`config.mk`:
```
export PLATFORM = sky130hd
export DESIGN_NAME = cmd_frame_parser
export DESIGN_NICKNAME = d
export VERILOG_FILES = /design/src/rtl/cmd_frame_parser.sv
export SDC_FILE = /design/constraint.sdc
export NUM_CORES = 1
export LEC_CHECK = 0
export ABC_AREA = 1
export ABC_CLOCK_PERIOD_IN_PS = 2300
export BUFFER_PORTS_ARGS = -buffer_cell sky130_fd_sc_hd__clkbuf_2
export CAP_MARGIN = 25
export CORE_UTILIZATION = 45
export CTS_BUF_LIST = sky130_fd_sc_hd__clkbuf_8
export DETAILED_ROUTE_END_ITERATION = 7
export SKIP_LAST_GASP = 1
export SYNTH_ARGS = -nofsm -noshare
export SYNTH_HDL_FRONTEND = slang
export SYNTH_SLANG_ARGS = --single-unit
```
`constraint.sdc`:
```
create_clock -name clk -period 2.3 [get_ports clk]
set_clock_uncertainty 0.05 [all_clocks]
set_input_delay 0.46 -clock clk [delete_from_list [all_inputs] [get_ports clk]]
set_output_delay 0.46 -clock clk [all_outputs]
set_load 0.005 [all_outputs]
```
`src/rtl/cmd_frame_parser.sv`:
```
// Turns UART bytes into validated 5-byte command frames with an XOR checksum.
// The link-lost failsafe flag is built in. Define CMD_FILTER_EN to accept only CMD 8'h01..8'h03.
module cmd_frame_parser #(
    parameter logic [7:0]  HEADER       = 8'hAA,
    parameter int unsigned GAP_CYCLES   = 50000,
    parameter int unsigned LINK_TIMEOUT = 25000000
) (
    input  logic        clk,
    input  logic        rst_n,
    input  logic        rx_data_ready,
    input  logic [7:0]  rx_data,
    output logic        cmd_valid,
    output logic [7:0]  cmd_code,
    output logic [15:0] cmd_param,
    output logic        err_pulse,
    output logic [1:0]  err_code,
    output logic        link_lost,
    output logic [2:0]  dbg_state
);

    localparam int GAP_W  = $clog2(GAP_CYCLES) + 1;
    localparam int LINK_W = $clog2(LINK_TIMEOUT) + 1;
    localparam logic [GAP_W-1:0]  GAP_LAST  = GAP_W'(GAP_CYCLES - 1);
    localparam logic [LINK_W-1:0] LINK_LAST = LINK_W'(LINK_TIMEOUT - 1);

    localparam logic [1:0] ERR_CHK = 2'b01;
    localparam logic [1:0] ERR_GAP = 2'b10;
    localparam logic [1:0] ERR_CMD = 2'b11;

    typedef enum logic [2:0] {
        HUNT    = 3'd0,
        GET_CMD = 3'd1,
        GET_PHI = 3'd2,
        GET_PLO = 3'd3,
        GET_CHK = 3'd4
    } state_e;

    state_e              state_q, state_d;
    logic [GAP_W-1:0]    gap_cnt_q, gap_cnt_d;
    logic [LINK_W-1:0]   link_cnt_q, link_cnt_d;
    logic [7:0]          chk_q, chk_d;
    logic [7:0]          cmd_sh_q, cmd_sh_d;
    logic [7:0]          phi_sh_q, phi_sh_d;
    logic [7:0]          plo_sh_q, plo_sh_d;
    logic                cmd_valid_q, cmd_valid_d;
    logic [7:0]          cmd_code_q, cmd_code_d;
    logic [15:0]         cmd_param_q, cmd_param_d;
    logic                err_pulse_q, err_pulse_d;
    logic [1:0]          err_code_q, err_code_d;
    logic                link_lost_q, link_lost_d;
    logic                cmd_ok;

    // Handshake: rx_data is consumed only in a cycle where rx_data_ready is high;
    // cmd_valid and err_pulse are single-cycle strobes with no backpressure.
    always_comb begin
`ifdef CMD_FILTER_EN
        cmd_ok = (cmd_sh_q >= 8'h01) && (cmd_sh_q <= 8'h03);
`else
        cmd_ok = 1'b1;
`endif
    end

    always_comb begin
        state_d     = state_q;
        chk_d       = chk_q;
        cmd_sh_d    = cmd_sh_q;
        phi_sh_d    = phi_sh_q;
        plo_sh_d    = plo_sh_q;
        cmd_code_d  = cmd_code_q;
        cmd_param_d = cmd_param_q;
        err_code_d  = err_code_q;
        cmd_valid_d = 1'b0;
        err_pulse_d = 1'b0;
        link_lost_d = link_lost_q;

        if (rx_data_ready || state_q == HUNT) begin
            gap_cnt_d = '0;
        end else begin
            gap_cnt_d = gap_cnt_q + 1'b1;
        end

        if (link_cnt_q != LINK_LAST) begin
            link_cnt_d = link_cnt_q + 1'b1;
        end else begin
            link_cnt_d = link_cnt_q;
        end
        if (link_cnt_d == LINK_LAST) begin
            link_lost_d = 1'b1;
        end

        if (rx_data_ready) begin
            case (state_q)
                HUNT: begin
                    if (rx_data == HEADER) begin
                        state_d = GET_CMD;
                        chk_d   = 8'h00;
                    end
                end
                GET_CMD: begin
                    cmd_sh_d = rx_data;
                    chk_d    = chk_q ^ rx_data;
                    state_d  = GET_PHI;
                end
                GET_PHI: begin
                    phi_sh_d = rx_data;
                    chk_d    = chk_q ^ rx_data;
                    state_d  = GET_PLO;
                end
                GET_PLO: begin
                    plo_sh_d = rx_data;
                    chk_d    = chk_q ^ rx_data;
                    state_d  = GET_CHK;
                end
                GET_CHK: begin
                    state_d = HUNT;
                    if (rx_data == chk_q && cmd_ok) begin
                        cmd_valid_d = 1'b1;
                        cmd_code_d  = cmd_sh_q;
                        cmd_param_d = {phi_sh_q, plo_sh_q};
                        link_cnt_d  = '0;
                        link_lost_d = 1'b0;
                    end else begin
                        err_pulse_d = 1'b1;
                        err_code_d  = (rx_data != chk_q) ? ERR_CHK : ERR_CMD;
                    end
                end
                default: state_d = HUNT;
            endcase
        end else if (state_q != HUNT && gap_cnt_q == GAP_LAST) begin
            // A byte arriving on the expiry cycle takes the branch above instead.
            state_d     = HUNT;
            err_pulse_d = 1'b1;
            err_code_d  = ERR_GAP;
        end
    end

    always_ff @(posedge clk) begin
        if (rst_n) begin
            state_q     <= HUNT;
            gap_cnt_q   <= '0;
            link_cnt_q  <= '0;
            chk_q       <= 8'h00;
            cmd_sh_q    <= 8'h00;
            phi_sh_q    <= 8'h00;
            plo_sh_q    <= 8'h00;
            cmd_valid_q <= 1'b0;
            cmd_code_q  <= 8'h00;
            cmd_param_q <= 16'h0000;
            err_pulse_q <= 1'b0;
            err_code_q  <= 2'b00;
            link_lost_q <= 1'b1;
        end else begin
            state_q     <= state_d;
            gap_cnt_q   <= gap_cnt_d;
            link_cnt_q  <= link_cnt_d;
            chk_q       <= chk_d;
            cmd_sh_q    <= cmd_sh_d;
            phi_sh_q    <= phi_sh_d;
            plo_sh_q    <= plo_sh_d;
            cmd_valid_q <= cmd_valid_d;
            cmd_code_q  <= cmd_code_d;
            cmd_param_q <= cmd_param_d;
            err_pulse_q <= err_pulse_d;
            err_code_q  <= err_code_d;
            link_lost_q <= link_lost_d;
        end
    end

    assign cmd_valid = cmd_valid_q;
    assign cmd_code  = cmd_code_q;
    assign cmd_param = cmd_param_q;
    assign err_pulse = err_pulse_q;
    assign err_code  = err_code_q;
    assign link_lost = link_lost_q;
    assign dbg_state = state_q;

endmodule

```
==> results.py, run 1 <==
metrics = {
    "worst_setup_path": {
        "critPathLaunchType": "flop",
        "crit_buf_inv": 1,
        "worstPathArrival_ns": 2.37,
        "cp-end-kind": "flop",
        "r2r_start": "link_cnt_q[0]",
        "crit_path_cell_trace": "ha_2 -> inv_1 -> nor2_4 -> nand3_2 -> nor2_4 -> nand2_2 -> a21oi_1 -> nand4_1 -> nor2_1 -> nand3_1 -> a21oi_2",
        "crit_type": "flop to flop",
        "cp_top_family": "simple AND/OR/NAND/NOR gates",
        "cp_max_fo": 6,
        "cp_slowest_stage_delay_ns": 0.46,
        "required_ns": 2.56,
        "rrSetupSlack_ns": 0.19,
        "worstReg2RegEnd": "link_lost",
        "r2r_cells": 11,
        "cpMostUsedCell": "nor2_4",
        "cpMaxStageDelayCell": "dfxtp_1",
    },
    "logic_synthesis": {
        "ys_types": 30,
        "postSynthAreaPerCell_sq_um": 7.07,
        "syn_inst": 669,
        "ys_ff_latch": 107,
        "syn-cell-area_sq_um": 4730,
        "synth_nets": 682,
        "ys_seq_area_share_pct": 45.3,
        "yosysWarnings": 0,
    },
    "worst_hold_path": {
        "min_path_type": "input pin to flop",
        "min_to": "err_code[1]",
        "hp-start": "rst_n",
        "whs_path_depth": 2,
    },
    "place": {
        "hpwl_um": 8030,
        "io_buffers": 42,
        "preCtsSetupSlack_ns": 0.132,
        "gp_congestion": 0.898,
        "dpl_cell_area_sq_um": 5130,
    },
    "floorplanning": {
        "fp.coreArea_sq_um": 10300,
        "rows": 37,
        "dieHeight_um": 105,
        "start_util_pct": 46.0,
        "ios": 43,
        "chipWidth_um": 105,
        "die-area_sq_um": 10900,
    },
    "power_and_ir_drop": {
        "p_int_mw": 2.45,
        "clkPwrFrac_pct": 37.5,
        "combPwrFrac_pct": 4.8,
        "sw_frac_of_total_pct": 25.1,
        "vdd_drop_max_mv": 0.325,
        "seq_power_share_pct": 57.7,
        "cellPowerDensity_nw_per_um2": 611,
        "p_switching_uw": 822,
        "leakagePower_nw": 2.06,
    },
    "sta": {
        "rsz0062_at_grt": "true",
        "timing.final.ws_setup_ns": 0.191,
        "fin_crit_ns": 2.11,
        "worst_pin_slew_ns": 0.605,
        "max_freq_ghz": 0.474,
        "finalCritPeriodShare_pct": 91.7,
        "drv_slew": 0,
        "setup_viol": 0,
        "max-slew-margin-rel_pct": 59.5,
        "hold_viol": 0,
    },
    "route": {
        "drc": 0,
        "drtIter0Drc": 267,
        "wl_per_cell_um": 12.6,
        "wirelength_um": 10800,
        "drt-vias-per-instance": 5.01,
        "postRouteAntennaNets": 0,
        "vias": 4277,
        "drt-pass1-iter-count": 4,
    },
    "clock_tree": {
        "tritoncts": "yes",
        "cts.sinks": 107,
        "clkLatencyLatePin_ns": 0.38,
        "clk_pin_slew_ns": 0.11,
        "cts_root_buffer": "clkbuf_8",
        "h-tree-depth": 3,
        "cts_post_setup_buffers_inserted": 0,
        "cts_buffers": 9,
        "clockBufferDepth": 2,
    },
    "run_status": {
        "status": "finished clean",
    },
    "cells_and_area": {
        "final_common_cell": "nand2_1",
        "fin_nets": 726,
        "drive_above_1_share_pct": 12.4,
        "syn2layout_area_growth_pct": 13.0,
        "n_antenna_cell": 0,
        "fillCellCount": 1050,
        "final_cell_mix": "nand2_1 (156), nor2_1 (110), dfxtp_1 (107)",
        "final_cell_area_sq_um": 5350,
    },
    "grt": {
        "grt_max_degree": 35,
        "gr-total-overflow": 0,
        "grt_first_pass_wirelength_um": 18200,
        "grt_pass1_vias": 3961,
        "grt_use_total_pct": 20.8,
        "antenna_found_initial": 0,
    },
    "flow_run": {
        "max_cap_viol_count": 0,
    },
}
[per-layer routing]
| layer | track usage, % | share of wire, % | up-vias |
|---|---|---|---|
| met2 | 32.8 | 45 | 85 |
| met1 | 28.3 | 49 | 1934 |
| li1 | - | - | 2240 |
| met3 | 3.56 | 4.5 | 18 |
| met4 | 7.96 | 1.7 | 0 |
| met5 | 0 | 0 | - |
[how the worst max path moves through the flow]
stage | startpoint | slack, ns | end | depth (start not counted)
after floorplan | link_cnt_q[0] | 0.45 | link_lost | 12
after global placement | rx_data[2] | 0.18 | chk_q[6] | 7
after detailed placement | rx_data[2] | 0.13 | chk_q[0] | 7
after CTS | link_cnt_q[0] | 0.15 | link_lost | 12
after global routing | link_cnt_q[0] | -0.03 | link_lost | 11
final | link_cnt_q[0] | 0.19 | link_lost | 11
[cell usage after synthesis, drive strengths merged]
library cell | number | area [sq um]
nand2 | 161 | 617
inv | 62 | 233
clkbuf | 12 | 45.0
buf | 6 | 28.8
nor2 | 121 | 499
ha | 2 | 25.0
a21oi | 44 | 224
o41ai | 1 | 8.76
a21boi | 2 | 15.0
nand3b | 8 | 60.1
xor2 | 14 | 123
nand3 | 59 | 305
o21a | 3 | 22.5
dfxtp | 107 | 2140
or2 | 1 | 6.26
o211ai | 1 | 7.51
nor3 | 5 | 35.0
nor4 | 6 | 37.5
nand4 | 3 | 18.8
and2 | 1 | 8.76
xnor2 | 5 | 43.8
a31oi | 1 | 6.26
o21ai | 44 | 220
[area by class of cell]
cell class / instances / area (sq um) / share of cell area, %
multi-input combinational: 482 / 2290 / 42.8
sequential: 107 / 2140 / 40.0
timing repair buffer: 51 / 303 / 5.66
inverter: 62 / 233 / 4.35
tap: 136 / 170 / 3.18
clock buffer: 9 / 124 / 2.32
clock inverter: 7 / 88.8 / 1.66
[through the flow]
step	util [%]	cells	total power, mW	hold WS, ns	setup TNS [ns]
floorplan	-	669	2.03	0.368	0
global placement	49.9	838	2.08	0.379	0
detailed placement	49.9	838	2.08	0.387	0
CTS	52.0	854	3.29	0.282	0
global route	52.0	854	3.40	0.295	-0.0442
finish	52.0	854	3.27	0.294	0
[registers in the layout, summed over array words and instances (netlist names), 8 cells and up]
register	cells
gap_cnt_q	17
chk_q	8
link_cnt_q	26
plo_sh_q	8
cmd_param	16
cmd_sh_q	8
cmd_code	8
phi_sh_q	8
[timing repair]
item	4_1_cts	5_1_grt
hold buffers	0	0
setup endpoints to repair	0	2
gates resized for setup	0	2
[power groups by stage]
stage,Sequential (mW),Clock (mW),Combinational [mW]
global route,1.89,1.34,0.178
floorplan,1.92,0,0.101
detailed placement,1.93,0,0.156
global placement,1.93,0,0.156
finish,1.89,1.23,0.158
CTS,1.89,1.25,0.157
[kinds of logic after synthesis]
group	share of synthesized area [%]
simple gates	33.6
compound gates	10.7
xor+xnor	3.52
buf+inv	6.48
fa+ha+maj	0.529
flops	45.3
Note: power is estimated with default switching activity, not from simulation.
==> run 2, diff against run 1 <==
- ABC_CLOCK_PERIOD_IN_PS: 2300 -> 2400
- BUFFER_PORTS_ARGS: -buffer_cell sky130_fd_sc_hd__clkbuf_2 -> default
- DONT_BUFFER_PORTS: default -> 1
- clock period: 2.3 -> 2.4 ns (I/O delays scaled with it)
==> results.py, run 2 (synthesis results as in run 1) <==
metrics = {
    "place": {
        "gp_congestion": 0.839,
        "preCtsSetupSlack_ns": 0.312,
        "hpwl_um": 7750,
        "dpl_cell_area_sq_um": 4870,
        "io_buffers": 0,
    },
    "worst_setup_path": {
        "cp-end-kind": "flop",
        "required_ns": 2.66,
        "crit_type": "flop to flop",
        "r2r_start": "link_cnt_q[0]",
        "critPathLaunchType": "flop",
        "worstReg2RegEnd": "link_lost",
        "rrSetupSlack_ns": 0.29,
        "worstPathArrival_ns": 2.37,
        "cp_max_fo": 6,
        "r2r_cells": 11,
    },
    "clock_tree": {
        "cts_buffers": 9,
        "cts_hold_buf": 0,
        "clkLatencyLatePin_ns": 0.37,
        "h-tree-depth": 3,
        "clockBufferDepth": 2,
        "cts_resized": 0,
        "cts.sinks": 107,
        "cts_root_buffer": "clkbuf_8",
        "tritoncts": "yes",
        "cts_post_setup_buffers_inserted": 0,
        "clk_pin_slew_ns": 0.11,
    },
    "sta": {
        "worst_pin_slew_ns": 0.568,
        "timing.final.ws_setup_ns": 0.289,
        "hold_viol": 0,
        "fin_crit_ns": 2.11,
        "max_freq_ghz": 0.474,
        "finalSetupTns_ns": 0,
        "drv_slew": 0,
        "max-slew-margin-rel_pct": 62.0,
        "setup_viol": 0,
        "finalCritPeriodShare_pct": 88.0,
        "rsz0062_at_grt": "false",
    },
    "grt": {
        "gr-total-overflow": 0,
        "grt_use_total_pct": 20.6,
        "grt_use_met2_pct": 32.7,
        "grt_util_met1_pct": 28.0,
        "grt_pass1_vias": 3829,
        "top_usage_layer": "met2",
        "grt_max_degree": 49,
        "antenna_found_initial": 0,
        "use_met3_pct": 3.87,
        "grt_first_pass_wirelength_um": 18000,
    },
    "power_and_ir_drop": {
        "cellPowerDensity_nw_per_um2": 598,
        "vdd_drop_max_mv": 0.311,
        "leakagePower_nw": 1.85,
    },
    "cells_and_area": {
        "largest-register": "link_cnt_q",
        "n_antenna_cell": 0,
        "final_cell_area_sq_um": 5080,
        "fillCellCount": 1075,
        "largest_reg_flops": 26,
        "final_common_cell": "nand2_1",
        "syn2layout_area_growth_pct": 7.30,
        "fin_nets": 681,
        "drive_above_1_share_pct": 6.39,
        "final_cell_mix": "nand2_1 (156), nor2_1 (111), dfxtp_1 (107)",
    },
    "route": {
        "postRouteAntennaNets": 0,
        "wl_per_cell_um": 13.2,
        "drtIter0Drc": 208,
        "drt-vias-per-instance": 5.08,
        "vias": 4107,
        "drc": 0,
        "wirelength_um": 10700,
        "drt-pass1-iter-count": 4,
    },
    "worst_hold_path": {
        "whs_path_depth": 1,
        "min_path_type": "input pin to flop",
        "min_to": "err_code[1]",
        "hp-start": "rst_n",
    },
    "floorplanning": {
        "fp.coreArea_sq_um": 10300,
        "dieHeight_um": 105,
        "ios": 43,
        "start_util_pct": 46.0,
        "chipWidth_um": 105,
        "die-area_sq_um": 10900,
        "rows": 37,
    },
    "flow_run": {
        "max_cap_viol_count": 0,
    },
    "run_status": {
        "status": "finished clean",
    },
}
==> run 2: report_power, final <==
part | total (mW) | internal (mW) | switching [mW] | leakage [nW]
logic | 0.115 | 0.0351 | 0.0795 | 0.886
clock network | 1.11 | 0.415 | 0.696 | 0.0994
registers | 1.81 | 1.79 | 0.0155 | 0.862
total | 3.03 | 2.24 | 0.791 | 1.85
==> run 2: worst max-delay path by stage <==
stage / from / end
global route: link_cnt_q[0] / link_lost
detailed placement: link_cnt_q[0] / link_lost
floorplan: link_cnt_q[0] / link_lost
finish: link_cnt_q[0] / link_lost
CTS: link_cnt_q[0] / link_lost
global placement: rx_data[1] / link_cnt_q[8]
==> run 2: per-layer routing <==
layer	part of all wire, %	wire length (um)
met2	45	4790
met5	0	0
met3	3.3	347
met1	51	5400
met4	1.2	127
==> run 2: layout make-up <==
cell class	instances	area [sq um]	share of cell area, %
well taps	136	170	3.35
clock inverters	7	80.1	1.58
clock buffers	9	124	2.44
inverters	62	233	4.58
repair buffers	6	45.0	0.887
multi-input cells	482	2280	45.0
flip-flops and latches	107	2140	42.2
==> run 2: stage by stage <==
stage | std cells | hold slack (ns) | power (mW) | util [%]
finish | 809 | 0.107 | 3.03 | 49.4
global route | 809 | 0.0751 | 3.15 | 49.4
CTS | 809 | 0.0871 | 3.08 | 49.4
detailed placement | 793 | 0.385 | 1.96 | 47.4
global placement | 793 | 0.379 | 1.96 | 47.4
floorplan | 669 | 0.368 | 1.94 | -
==> run 2: critical path: stages, from the launching register on <==
cell,delay [ns]
dfxtp_1,0.45
ha_1,0.28
inv_1,0.09
nor2_4,0.16
nand3_2,0.10
nor2_4,0.18
nand2_2,0.11
a21oi_1,0.19
nand4_1,0.13
nor2_1,0.12
nand3_1,0.10
a21oi_2,0.11
